`config.mk`:
```
export PLATFORM = sky130hd
export DESIGN_NAME = rheed_frame_scheduler_flat
export DESIGN_NICKNAME = d
export VERILOG_FILES = /design/src/rtl/rheed_frame_scheduler_if.sv /design/src/rtl/rheed_frame_scheduler.sv /design/src/flat_wrapper.sv
export SDC_FILE = /design/constraint.sdc
export NUM_CORES = 1
export LEC_CHECK = 0
export BUFFER_PORTS_ARGS = -buffer_cell sky130_fd_sc_hd__buf_2
export CAP_MARGIN = 20
export CELL_PAD_IN_SITES_DETAIL_PLACEMENT = 1
export CELL_PAD_IN_SITES_GLOBAL_PLACEMENT = 1
export CORE_MARGIN = 8
export CORE_UTILIZATION = 30
export CTS_BUF_LIST = sky130_fd_sc_hd__clkbuf_4
export CTS_CLUSTER_SIZE = 16
export DETAILED_ROUTE_END_ITERATION = 7
export PLACE_DENSITY_LB_ADDON = 0.1
export SYNTH_ARGS = -nofsm -noshare
export SYNTH_HDL_FRONTEND = slang
export SYNTH_SLANG_ARGS = --single-unit
export TNS_END_PERCENT = 50
```
`constraint.sdc`:
```
create_clock -name clk -period 4.6 [get_ports clk]
set_clock_uncertainty 0.15 [all_clocks]
set_input_delay 0.23 -clock clk [delete_from_list [all_inputs] [get_ports clk]]
set_output_delay 0.23 -clock clk [all_outputs]
set_load 0.01 [all_outputs]
```
`src/rtl/rheed_frame_scheduler_if.sv`:
```
// rheed_frame_scheduler_if: control/status bundle between the camera framing
// logic, the frame scheduler and the inference top.
//   master : drives enable/decim/cfg_*/cam_*/res_beat and observes scheduler outputs
//   slave  : the scheduler; drives ap_start, crop_*, frame_gate, pipe_rst, busy,
//            result_pulse, timeout_err and the statistics counters
interface rheed_frame_scheduler_if #(
  parameter int unsigned IN_ROWS = 100,
  parameter int unsigned IN_COLS = 160,
  parameter int unsigned CNT_W   = 16
);
  localparam int unsigned XW = $clog2(IN_COLS);
  localparam int unsigned YW = $clog2(IN_ROWS);

  logic             enable;
  logic [7:0]       decim;
  logic [XW-1:0]    cfg_crop_x0;
  logic [YW-1:0]    cfg_crop_y0;
  logic             cfg_update;
  logic             cam_sof;
  logic             cam_eof;
  logic             res_beat;
  logic             ap_start;
  logic [XW-1:0]    crop_x0;
  logic [YW-1:0]    crop_y0;
  logic             frame_gate;
  logic             pipe_rst;
  logic             busy;
  logic             result_pulse;
  logic             timeout_err;
  logic [CNT_W-1:0] frames_seen;
  logic [CNT_W-1:0] frames_run;
  logic [CNT_W-1:0] frames_dropped;

  modport master (
    output enable, decim, cfg_crop_x0, cfg_crop_y0, cfg_update, cam_sof, cam_eof, res_beat,
    input  ap_start, crop_x0, crop_y0, frame_gate, pipe_rst, busy, result_pulse, timeout_err,
           frames_seen, frames_run, frames_dropped
  );

  modport slave (
    input  enable, decim, cfg_crop_x0, cfg_crop_y0, cfg_update, cam_sof, cam_eof, res_beat,
    output ap_start, crop_x0, crop_y0, frame_gate, pipe_rst, busy, result_pulse, timeout_err,
           frames_seen, frames_run, frames_dropped
  );
endinterface

```
`src/rtl/rheed_frame_scheduler.sv`:
```
// rheed_frame_scheduler: frame-level controller for the RHEED inference pipeline.
// Picks which camera frames are launched (decimation), issues ap_start, gates the
// stream, applies crop updates at frame boundaries and flushes on a result timeout.
//   clk, reset : clock, asynchronous active-high reset
//   bus        : slave side of rheed_frame_scheduler_if (config, framing, result
//                handshake in; launch/gate/flush controls and statistics out)
// All outputs are registered; controls are registered from the next state so they
// line up with the state they belong to.
module rheed_frame_scheduler #(
  parameter int unsigned IN_ROWS        = 100,
  parameter int unsigned IN_COLS        = 160,
  parameter int unsigned TIMEOUT_CYCLES = 2000000,
  parameter int unsigned FLUSH_CYCLES   = 16,
  parameter int unsigned CNT_W          = 16
) (
  input logic                    clk,
  input logic                    reset,
  rheed_frame_scheduler_if.slave bus
);
  localparam int unsigned XW      = $clog2(IN_COLS);
  localparam int unsigned YW      = $clog2(IN_ROWS);
  localparam int unsigned TMR_MAX = (TIMEOUT_CYCLES > FLUSH_CYCLES) ? TIMEOUT_CYCLES : FLUSH_CYCLES;
  localparam int unsigned TW      = $clog2(TMR_MAX + 1);
  localparam logic [TW-1:0]    TO_LAST = TW'(TIMEOUT_CYCLES - 1);
  localparam logic [TW-1:0]    FL_LAST = TW'(FLUSH_CYCLES - 1);
  localparam logic [CNT_W-1:0] CNT_SAT = '1;

  typedef enum logic [2:0] {
    S_IDLE, S_WAIT_SOF, S_ARM, S_STREAM, S_RESULT, S_FLUSH
  } state_t;

  state_t           r_state, w_state_nxt;
  logic [7:0]       r_dec_cnt;
  logic [TW-1:0]    r_tmr;           // timeout count in STREAM/RESULT, flush count in FLUSH
  logic [XW-1:0]    r_pend_x, r_crop_x;
  logic [YW-1:0]    r_pend_y, r_crop_y;
  logic             r_pend_flag;
  logic             r_ap_start, r_frame_gate, r_pipe_rst, r_busy;
  logic             r_result_pulse, r_timeout_err, r_en_d;
  logic [CNT_W-1:0] r_seen, r_run, r_drop;

  logic w_launch, w_skip, w_accept, w_timeout, w_expired;
  logic w_ap_start_nxt, w_gate_nxt, w_pipe_rst_nxt, w_busy_nxt;

  function automatic logic [CNT_W-1:0] sat_inc(input logic [CNT_W-1:0] v);
    return (v == CNT_SAT) ? v : v + CNT_W'(1);
  endfunction

  // State register
  always_ff @(posedge clk or posedge reset) begin
    if (reset) r_state <= S_IDLE;
    else       r_state <= w_state_nxt;
  end

  // Next-state and event decode
  always_comb begin
    w_state_nxt = r_state;
    w_launch    = 1'b0;
    w_skip      = 1'b0;
    w_accept    = 1'b0;
    w_timeout   = 1'b0;
    w_expired   = (r_tmr == TO_LAST);
    case (r_state)
      S_IDLE: begin
        if (bus.enable) w_state_nxt = S_WAIT_SOF;
      end
      S_WAIT_SOF: begin
        if (!bus.enable) begin
          w_state_nxt = S_IDLE;
        end else if (bus.cam_sof) begin
          if (r_dec_cnt == 8'd0) begin
            w_launch    = 1'b1;
            w_state_nxt = S_ARM;
          end else begin
            w_skip = 1'b1;
          end
        end
      end
      S_ARM: w_state_nxt = S_STREAM;
      S_STREAM: begin
        if (w_expired) begin
          w_timeout   = 1'b1;
          w_state_nxt = S_FLUSH;
        end else if (bus.cam_eof) begin
          w_state_nxt = S_RESULT;
        end
        w_skip = bus.cam_sof && bus.enable;
      end
      S_RESULT: begin
        // A result on the expiry cycle still counts as on time
        if (bus.res_beat) begin
          w_accept    = 1'b1;
          w_state_nxt = bus.enable ? S_WAIT_SOF : S_IDLE;
        end else if (w_expired) begin
          w_timeout   = 1'b1;
          w_state_nxt = S_FLUSH;
        end
        w_skip = bus.cam_sof && bus.enable;
      end
      S_FLUSH: begin
        if (r_tmr == FL_LAST) w_state_nxt = S_IDLE;
      end
      default: w_state_nxt = S_IDLE;
    endcase
    w_ap_start_nxt = (w_state_nxt == S_ARM);
    w_gate_nxt     = (w_state_nxt == S_ARM) || (w_state_nxt == S_STREAM);
    w_pipe_rst_nxt = (w_state_nxt == S_FLUSH);
    w_busy_nxt     = (w_state_nxt != S_IDLE) && (w_state_nxt != S_WAIT_SOF);
  end

  // Datapath, configuration, status and counters
  always_ff @(posedge clk or posedge reset) begin
    if (reset) begin
      r_dec_cnt      <= '0;
      r_tmr          <= '0;
      r_pend_x       <= '0;
      r_pend_y       <= '0;
      r_pend_flag    <= 1'b0;
      r_crop_x       <= '0;
      r_crop_y       <= '0;
      r_ap_start     <= 1'b0;
      r_frame_gate   <= 1'b0;
      r_pipe_rst     <= 1'b0;
      r_busy         <= 1'b0;
      r_result_pulse <= 1'b0;
      r_timeout_err  <= 1'b0;
      r_en_d         <= 1'b0;
      r_seen         <= '0;
      r_run          <= '0;
      r_drop         <= '0;
    end else begin
      r_ap_start     <= w_ap_start_nxt;
      r_frame_gate   <= w_gate_nxt;
      r_pipe_rst     <= w_pipe_rst_nxt;
      r_busy         <= w_busy_nxt;
      r_result_pulse <= w_accept;
      r_en_d         <= bus.enable;

      if (w_launch)                                r_dec_cnt <= bus.decim;
      else if (w_skip && r_state == S_WAIT_SOF)    r_dec_cnt <= r_dec_cnt - 8'd1;

      // One counter serves both the result timeout and the flush length
      if (r_state == S_ARM || (w_state_nxt == S_FLUSH && r_state != S_FLUSH))
        r_tmr <= '0;
      else if (r_state == S_STREAM || r_state == S_RESULT || r_state == S_FLUSH)
        r_tmr <= r_tmr + TW'(1);

      // ARM consumes the pending values before a same-cycle update lands
      if (r_state == S_ARM && r_pend_flag) begin
        r_crop_x <= r_pend_x;
        r_crop_y <= r_pend_y;
      end
      if (bus.cfg_update) begin
        r_pend_x    <= bus.cfg_crop_x0;
        r_pend_y    <= bus.cfg_crop_y0;
        r_pend_flag <= 1'b1;
      end else if (r_state == S_ARM) begin
        r_pend_flag <= 1'b0;
      end

      if (w_timeout)                  r_timeout_err <= 1'b1;
      else if (r_en_d && !bus.enable) r_timeout_err <= 1'b0;

      if (bus.cam_sof && bus.enable && r_state != S_FLUSH) r_seen <= sat_inc(r_seen);
      if (r_state == S_ARM)                                r_run  <= sat_inc(r_run);
      if (w_skip)                                          r_drop <= sat_inc(r_drop);
    end
  end

  assign bus.ap_start       = r_ap_start;
  assign bus.crop_x0        = r_crop_x;
  assign bus.crop_y0        = r_crop_y;
  assign bus.frame_gate     = r_frame_gate;
  assign bus.pipe_rst       = r_pipe_rst;
  assign bus.busy           = r_busy;
  assign bus.result_pulse   = r_result_pulse;
  assign bus.timeout_err    = r_timeout_err;
  assign bus.frames_seen    = r_seen;
  assign bus.frames_run     = r_run;
  assign bus.frames_dropped = r_drop;
endmodule

```
`src/flat_wrapper.sv`:
```
// flat-port wrapper written by rule: the top's interface ports become plain ports
module rheed_frame_scheduler_flat 
#(
  parameter int unsigned IN_ROWS        = 100,
  parameter int unsigned IN_COLS        = 160,
  parameter int unsigned TIMEOUT_CYCLES = 2000000,
  parameter int unsigned FLUSH_CYCLES   = 16,
  parameter int unsigned CNT_W          = 16
)
  (clk, reset, bus_enable, bus_decim, bus_cfg_crop_x0, bus_cfg_crop_y0, bus_cfg_update, bus_cam_sof, bus_cam_eof, bus_res_beat, bus_ap_start, bus_crop_x0, bus_crop_y0, bus_frame_gate, bus_pipe_rst, bus_busy, bus_result_pulse, bus_timeout_err, bus_frames_seen, bus_frames_run, bus_frames_dropped);
  rheed_frame_scheduler_if #(.IN_ROWS(IN_ROWS), .IN_COLS(IN_COLS), .CNT_W(CNT_W)) bus_i ();
  input logic clk;
  input logic reset;
  input wire logic [$bits(bus_i.enable)-1:0] bus_enable;
  input wire logic [$bits(bus_i.decim)-1:0] bus_decim;
  input wire logic [$bits(bus_i.cfg_crop_x0)-1:0] bus_cfg_crop_x0;
  input wire logic [$bits(bus_i.cfg_crop_y0)-1:0] bus_cfg_crop_y0;
  input wire logic [$bits(bus_i.cfg_update)-1:0] bus_cfg_update;
  input wire logic [$bits(bus_i.cam_sof)-1:0] bus_cam_sof;
  input wire logic [$bits(bus_i.cam_eof)-1:0] bus_cam_eof;
  input wire logic [$bits(bus_i.res_beat)-1:0] bus_res_beat;
  output wire logic [$bits(bus_i.ap_start)-1:0] bus_ap_start;
  output wire logic [$bits(bus_i.crop_x0)-1:0] bus_crop_x0;
  output wire logic [$bits(bus_i.crop_y0)-1:0] bus_crop_y0;
  output wire logic [$bits(bus_i.frame_gate)-1:0] bus_frame_gate;
  output wire logic [$bits(bus_i.pipe_rst)-1:0] bus_pipe_rst;
  output wire logic [$bits(bus_i.busy)-1:0] bus_busy;
  output wire logic [$bits(bus_i.result_pulse)-1:0] bus_result_pulse;
  output wire logic [$bits(bus_i.timeout_err)-1:0] bus_timeout_err;
  output wire logic [$bits(bus_i.frames_seen)-1:0] bus_frames_seen;
  output wire logic [$bits(bus_i.frames_run)-1:0] bus_frames_run;
  output wire logic [$bits(bus_i.frames_dropped)-1:0] bus_frames_dropped;
  assign bus_i.enable = bus_enable;
  assign bus_i.decim = bus_decim;
  assign bus_i.cfg_crop_x0 = bus_cfg_crop_x0;
  assign bus_i.cfg_crop_y0 = bus_cfg_crop_y0;
  assign bus_i.cfg_update = bus_cfg_update;
  assign bus_i.cam_sof = bus_cam_sof;
  assign bus_i.cam_eof = bus_cam_eof;
  assign bus_i.res_beat = bus_res_beat;
  assign bus_ap_start = bus_i.ap_start;
  assign bus_crop_x0 = bus_i.crop_x0;
  assign bus_crop_y0 = bus_i.crop_y0;
  assign bus_frame_gate = bus_i.frame_gate;
  assign bus_pipe_rst = bus_i.pipe_rst;
  assign bus_busy = bus_i.busy;
  assign bus_result_pulse = bus_i.result_pulse;
  assign bus_timeout_err = bus_i.timeout_err;
  assign bus_frames_seen = bus_i.frames_seen;
  assign bus_frames_run = bus_i.frames_run;
  assign bus_frames_dropped = bus_i.frames_dropped;
  rheed_frame_scheduler #(.IN_ROWS(IN_ROWS), .IN_COLS(IN_COLS), .TIMEOUT_CYCLES(TIMEOUT_CYCLES), .FLUSH_CYCLES(FLUSH_CYCLES), .CNT_W(CNT_W)) u_core (.clk(clk), .reset(reset), .bus(bus_i));
endmodule
```
==> impl_metrics.json, run 1 <==
{
  "drcViolationCount": 0,
  "layout.nets": 677,
  "hp-class": "in2reg",
  "worstSkewPairLatency_ps": 510,
  "critPathArrivalTime_ps": 3370,
  "commonest_cells_in_the_synthesized_netlist": "sky130_fd_sc_hd__dfrtp_1 (118), sky130_fd_sc_hd__nor2_1 (43), sky130_fd_sc_hd__nand2_1 (41)",
  "tritoncts.num_buffers": 17,
  "max_slew.worst_pin.slew_ps": 977.8,
  "antenna_found_initial": 1,
  "cts.sinks": 118,
  "wire_per_inst_um": 16.34,
  "cts.htree.levels": 4,
  "first_iter_violations": 170,
  "synth.yosys.seq_area_share_pct": 53.54,
  "std_cell_rows": 49,
  "cts.reportedPaths.clkPinSlew_ps": 110,
  "cpMaxStageDelayCell": "sky130_fd_sc_hd__o311ai_4",
  "vdd.ir_drop.worst_mv": 0.1751,
  "finalHoldViolCount": 0,
  "worst_hold_path.endpoint": "u_core.r_en_d",
  "syn_inst": 507,
  "grtUsageTotal_pct": 13.41,
  "holdCritStartpoint": "bus_enable",
  "cts_repair_resize_count": 0,
  "timing.setup.critical_path_class": "reg2reg",
  "drv.max_cap_violation_count": 0,
  "clock_path_buffers": 2,
  "placeableCoreArea_um2": 18020,
  "max_freq_mhz": 319.5,
  "yosysWarningCount": 0,
  "postLayoutCoreUtil_pct": 38.02,
  "synth_xor_area_share_pct": 9.211,
  "postCtsHoldBufs": 30,
  "most_used_routing_layer": "met2",
  "global_route.usage.met2_pct": 22.76,
  "run_status": "complete, no violations",
  "grt_max_degree": 57,
  "power.switching_w": 0.0009025,
  "grt_pass1_wl_mm": 24.38,
  "final.min_clock_period_ps": 3130,
  "pwr_density_cell_nw_per_um2": 413.9,
  "slew_violations": 0,
  "drt-vias-per-instance": 4.932,
  "power.share.combinational_pct": 21.6,
  "intPower_w": 0.001934,
  "largest_family_of_logic_cells_by_synthesized_area": "simple AND/OR/NAND/NOR gates",
  "reg2reg_setup_slack_ps": 1470,
  "grtUsageMet3_pct": 3.950,
  "detailroute.via_count": 4365,
  "grt_setup_unrepaired": "false",
  "count_of_boundary_i_o_pins": 99,
  "drt_wl_total_mm": 14.46,
  "synth_most_common_cell": "sky130_fd_sc_hd__dfrtp_1",
  "drt_first_pass_iters": 4,
  "post_synth_main_area_contributors": "sky130_fd_sc_hd__dfrtp_1 (54%), sky130_fd_sc_hd__mux2_2 (7.4%), sky130_fd_sc_hd__xor2_1 (5.2%), sky130_fd_sc_hd__xnor2_1 (4.0%), sky130_fd_sc_hd__nor2_1 (2.9%)",
  "synth_compound_area_share_pct": 5.853,
  "timing.rr.start": "u_core.r_dec_cnt[0]",
  "cp-end-kind": "register",
  "die_w_um": 151.6,
  "synth_enable_flop_cells": 0,
  "synth.net_count": 542,
  "worst_slew_margin_rel_pct": 34.42,
  "final_min_period_over_clock_period_pct": 68.04,
  "ys_dominant_reg_cell": "sky130_fd_sc_hd__dfrtp_1",
  "yosysTopAreaCellShare_pct": 53.54,
  "cts_tree": "done",
  "synth.mux.area_fraction_pct": 8.008,
  "die-area_um2": 22980,
  "netlist-cell-type-count": 49,
  "setup-tns-final_ps": 0,
  "cts_root_buffer": "sky130_fd_sc_hd__clkbuf_4",
  "crit_chain": "inv_1 -> ha_1 -> or4b_4 -> or4_1 -> o311ai_4 -> nor3_1 -> mux2_1",
  "synth_seq_cells": 118,
  "areaGrowthSynthToFinish_pct": 24.25,
  "synth_simple_gate_area_share_pct": 20.17,
  "rr_worst_depth": 7,
  "critical_path.startpoint_type": "register",
  "buffer_ports.inserted": 98,
  "async_flop_share_pct": 100.0,
  "share_clk_of_total_power_pct": 28.7,
  "synth_adder_area_share_pct": 1.134,
  "synth.cell_area_um2": 5515,
  "drt.antenna.violating_nets": 0,
  "synthesis.area_per_instance_um2": 10.88,
  "die_h_um": 151.6,
  "p_leak_nw": 3.309,
  "grt_pass1_vias": 4823,
  "globalplace.congestion": 0.7843,
  "final_layout_size_suffix_gt1_share_pct": 26.11,
  "start_util_pct": 30.60,
  "grt_use_met1_pct": 16.16,
  "power.switching_fraction_pct": 31.82,
  "setup_violations": 0,
  "dpl.hpwl_mm": 10.27,
  "critPathMaxFanout": 16,
  "grt_remaining_overflow": 0,
  "netlist.top_cell.by_area": "sky130_fd_sc_hd__dfrtp_1",
  "worst_r2r_endpoint": "u_core.bus.frames_dropped[14]",
  "cp_data_required_time_ps": 4840,
  "p_seq_share_pct": 49.7,
  "min_delay_path_depth": 2,
  "critical_path.max_stage_delay_ps": 680,
  "cts_setup_buffers": 0
}
## sequential cells by signal, indices dropped and copies added (netlist names)
signal / cells
u_core.bus.ap_start: 1
u_core.bus.busy: 1
u_core.bus.crop_x0: 8
u_core.bus.crop_y0: 7
u_core.bus.frame_gate: 1
u_core.bus.frames_dropped: 16
u_core.bus.frames_run: 16
u_core.bus.frames_seen: 16
u_core.bus.pipe_rst: 1
u_core.bus.result_pulse: 1
u_core.bus.timeout_err: 1
u_core.r_dec_cnt: 8
u_core.r_en_d: 1
u_core.r_pend_flag: 1
u_core.r_pend_x: 8
u_core.r_pend_y: 7
u_core.r_state: 3
u_core.r_tmr: 21
## power by group through the flow
stage | registers (W) | logic (W) | clock network (W)
after floorplan | 0.00143 | 0.000347 | 0
after global placement | 0.00142 | 0.000592 | 0
after detailed placement | 0.00143 | 0.000609 | 0
after CTS | 0.00141 | 0.000631 | 0.000855
after global routing | 0.00145 | 0.000694 | 0.000901
final | 0.00141 | 0.000613 | 0.000815
## critical path, delay by kind of cell (launching register included)
family                     cells  cell delay [ps]
adders and majority gates      1              150
AOI/OAI and AO/OA              1              680
buffers and inverters          1               70
muxes                          1              330
DFF                            1              420
and+or+nand+nor                3             1210
## final cells by class
class,instances,area (um2)
clock inverters,14,163.9
repair buffers,131,813.3
diodes,1,2.502
flip-flops and latches,118,2953
fillers,2107,11170
multi-input cells,361,2447
inverters,13,51.30
clock buffers,18,135.1
well taps,229,286.5
## layout by cell type (no fill, tap or decap), drive strengths merged, types with 2 or more instances in the layout
master / n
bufinv: 4
a21oi: 13
xor2: 33
clkbuf: 18
or4b: 2
nor3b: 2
nor3: 21
dfrtp: 118
nand2: 41
nand4: 23
nor2b: 2
o311ai: 2
nand3: 25
dlygate4sd3: 30
and4: 6
clkinv: 9
o21ai: 8
or4: 7
o21a: 2
o211ai: 4
a31o: 2
a21o: 3
a211oi: 2
and3: 11
and2: 2
buf: 101
nor4: 13
nand2b: 4
o41ai: 2
o211a: 2
xnor2: 25
or3: 5
inv: 13
ha: 5
mux2: 38
a31oi: 2
nand3b: 2
nor2: 44
## through the flow
| stage | hold slack [ps] | power (W) | setup slack (ps) | std cells | area [um2] |
|---|---|---|---|---|---|
| 3_5_place_dp | -14.78 | 0.002039 | 1447 | 822 | 6251 |
| 4_1_cts | 194.2 | 0.002897 | 1431 | 884 | 6850 |
| 2_1_floorplan | 111.4 | 0.001777 | 1091 | 507 | 5515 |
| 6_report | 259.3 | 0.002836 | 1470 | 885 | 6853 |
| 3_3_place_gp | -19.64 | 0.002011 | 1498 | 822 | 6251 |
| 5_1_grt | 210.4 | 0.003042 | 1254 | 885 | 6853 |
## worst max path at each step
| stage | start | end | slack (ps) | depth (start not counted) |
|---|---|---|---|---|
| 2_1_floorplan | reset | u_core.bus.ap_start | 1090 | 1 |
| 3_3_place_gp | u_core.r_dec_cnt[0] | u_core.bus.frames_dropped[14] | 1500 | 7 |
| 3_5_place_dp | u_core.r_dec_cnt[0] | u_core.bus.frames_dropped[1] | 1450 | 7 |
| 4_1_cts | u_core.r_dec_cnt[0] | u_core.bus.frames_dropped[14] | 1430 | 7 |
| 5_1_grt | u_core.r_dec_cnt[0] | u_core.bus.frames_dropped[14] | 1250 | 7 |
| 6_report | u_core.r_dec_cnt[0] | u_core.bus.frames_dropped[14] | 1470 | 7 |
## per-layer routing
layer	part of all wire, %	routed length, um
met3	3.9	557
met5	0	0
met2	51	7428
met4	0.90	130
met1	44	6341
## cells by family (layout without fill, tap and decap cells)
kind of cell,count (synthesis),after routing
flops,118,118
mux,39,39
other cells,0,1
simple gates,213,213
xor+xnor,58,58
buf+inv,28,176
fa+ha+maj,5,5
compound gates,46,46
Note: power is estimated with default switching activity, not from simulation.
==> run 2, diff against run 1 <==
Clock period 4.6 ns to 3.28 ns, I/O delays scaled along.
==> run 2 against run 1 <==
First-iteration DRC count fell by 29%. Setup slack worse by 1200 ps. Maximum frequency grew 3.0%. Largest cell class unchanged. Non-clock buffer count rose by 20. Critical path depth rose by 1. Register-to-register slack worse by 1200 ps. Flip-flop and latch count stayed put.
==> impl_metrics.json, run 2 (synthesis results as in run 1) <==
{
  "run_status": "complete, no violations",
  "clock_path_buffers": 2,
  "cts.htree.levels": 4,
  "cts.sinks": 118,
  "std_cell_rows": 49,
  "whs_ps": 46.31,
  "wire_per_inst_um": 15.90,
  "crit_chain": "inv_1 -> ha_1 -> or4b_4 -> or4_1 -> o311ai_4 -> buf_4 -> nor4_1 -> xor2_1",
  "cpMaxStageDelayCell": "sky130_fd_sc_hd__or4_1",
  "finish.cell_count_without_fillers": 905,
  "worst_slew_margin_rel_pct": 51.00,
  "final_layout_size_suffix_gt1_share_pct": 27.26,
  "vdd.ir_drop.worst_mv": 0.2344,
  "die-area_um2": 22980,
  "holdCritStartpoint": "bus_cam_sof",
  "drt-vias-per-instance": 4.892,
  "die_w_um": 151.6,
  "grt_pass1_wl_mm": 24.27,
  "mostFrequentLayoutCells": "sky130_fd_sc_hd__dfrtp_1 (118), sky130_fd_sc_hd__buf_2 (98), sky130_fd_sc_hd__dlygate4sd3_1 (44), sky130_fd_sc_hd__nor2_1 (43), sky130_fd_sc_hd__nand2_1 (41)",
  "cp-end-kind": "register",
  "final.min_clock_period_ps": 3039,
  "critPathTopFamily": "simple AND/OR/NAND/NOR gates",
  "layout.nets": 697,
  "timing.setup.critical_path_class": "reg2reg",
  "die_h_um": 151.6,
  "slew_violations": 0,
  "setup-tns-final_ps": 0,
  "registers.top_by_ff_count": "u_core.r_tmr",
  "buffer_ports.inserted": 98,
  "areaGrowthSynthToFinish_pct": 28.02,
  "postLayoutCoreUtil_pct": 39.17,
  "start_util_pct": 30.60,
  "cts_tree": "done",
  "largest_register_ff_count": 21,
  "grt_remaining_overflow": 0,
  "grt_max_degree": 119,
  "cts.reportedPaths.clkPinSlew_ps": 130,
  "globalplace.congestion": 0.7963,
  "critPathBufInv": 2,
  "layout.cells.most_common": "sky130_fd_sc_hd__dfrtp_1",
  "timing.critical_path.from": "u_core.r_dec_cnt[0]",
  "final_min_period_over_clock_period_pct": 92.66,
  "cts_root_buffer": "sky130_fd_sc_hd__clkbuf_4",
  "placedCellCount": 828,
  "filler_cell_count": 2063,
  "cts_setup_buffers": 0,
  "drt.antenna.violating_nets": 0,
  "drcViolationCount": 0,
  "placeableCoreArea_um2": 18020,
  "critPathArrivalTime_ps": 3300,
  "drt_wl_total_mm": 14.39,
  "tritoncts.num_buffers": 17,
  "grt_pass1_vias": 4796,
  "setup_violations": 0,
  "drv.max_cap_violation_count": 0,
  "drt_first_pass_iters": 4,
  "first_iter_violations": 120,
  "p_leak_nw": 3.406,
  "max_slew.worst_pin.slew_ps": 728.2,
  "critical_path.startpoint_type": "register",
  "grt_setup_unrepaired": "false",
  "worstSkewPairLatency_ps": 530,
  "cp_data_required_time_ps": 3540,
  "count_of_boundary_i_o_pins": 99,
  "critical_path.max_stage_delay_ps": 600,
  "critPathMaxFanout": 11,
  "hp-class": "in2reg",
  "antenna_found_initial": 1,
  "max_freq_mhz": 329.0,
  "cts_repair_resize_count": 0,
  "detailroute.via_count": 4427,
  "timing.rr.start": "u_core.r_dec_cnt[0]",
  "postCtsHoldBufs": 44,
  "total_power_w": 0.004025,
  "pwr_density_cell_nw_per_um2": 570.0,
  "dpl.hpwl_mm": 10.06,
  "grtUsageTotal_pct": 13.34,
  "finalHoldViolCount": 0
}
==> run 2: tightest hold or removal path: stages <==
cell	delay, ps
sky130_fd_sc_hd__buf_2	110
sky130_fd_sc_hd__nand2_1	130
sky130_fd_sc_hd__a21oi_1	130
sky130_fd_sc_hd__nand2_1	100
sky130_fd_sc_hd__xnor2_1	70
==> run 2: path summary, 6_finish.rpt <==
check | end | slack (ps) | cells past startpoint
setup / recovery | u_core.bus.frames_dropped[7] | 240 | 8
hold / removal | u_core.bus.frames_seen[8] | 50 | 5
setup reg to reg | u_core.bus.frames_dropped[7] | 240 | 8
hold reg to reg | u_core.r_pend_flag | 350 | 1
max in group asynchronous | u_core.r_dec_cnt[7] | 2310 | 4
min in group asynchronous | u_core.bus.frames_run[6] | 210 | 4
==> run 2: area by class of cell <==
cell class                 count  area [um2]  share of cell area, %
sequential                   118        2953                  41.82
multi-input combinational    361        2447                  34.66
timing repair buffer         151        1011                  14.32
tap                          229       286.5                  4.058
clock inverter                15       180.2                  2.552
clock buffer                  17       127.6                  1.808
inverter                      13       52.55                 0.7443
antenna                        1       2.502                0.03544
==> run 2: per-layer routing <==
layer	global-route usage [%]	vias to the layer above	share of wire (%)
met4	4.116	0	0.99
met5	0	-	0
met3	3.594	14	3.8
met2	22.00	57	49
met1	16.73	2231	46
li1	-	2125	-
==> run 2: where the power goes <==
| part | total (W) | internal, W | leakage, nW | switching, W |
|---|---|---|---|---|
| registers | 0.00196 | 0.00170 | 1.54 | 0.000260 |
| logic | 0.000907 | 0.000451 | 1.71 | 0.000456 |
| clock network | 0.00116 | 0.000486 | 0.165 | 0.000673 |
| total | 0.00402 | 0.00264 | 3.41 | 0.00139 |
==> run 2: through the flow <==
stage | cell area (um2) | worst slack [ps]
2_1_floorplan | 5519 | 651.1
3_3_place_gp | 6310 | 297.3
3_5_place_dp | 6310 | 195.4
4_1_cts | 7058 | 193.0
5_1_grt | 7061 | 59.05
6_report | 7061 | 240.6
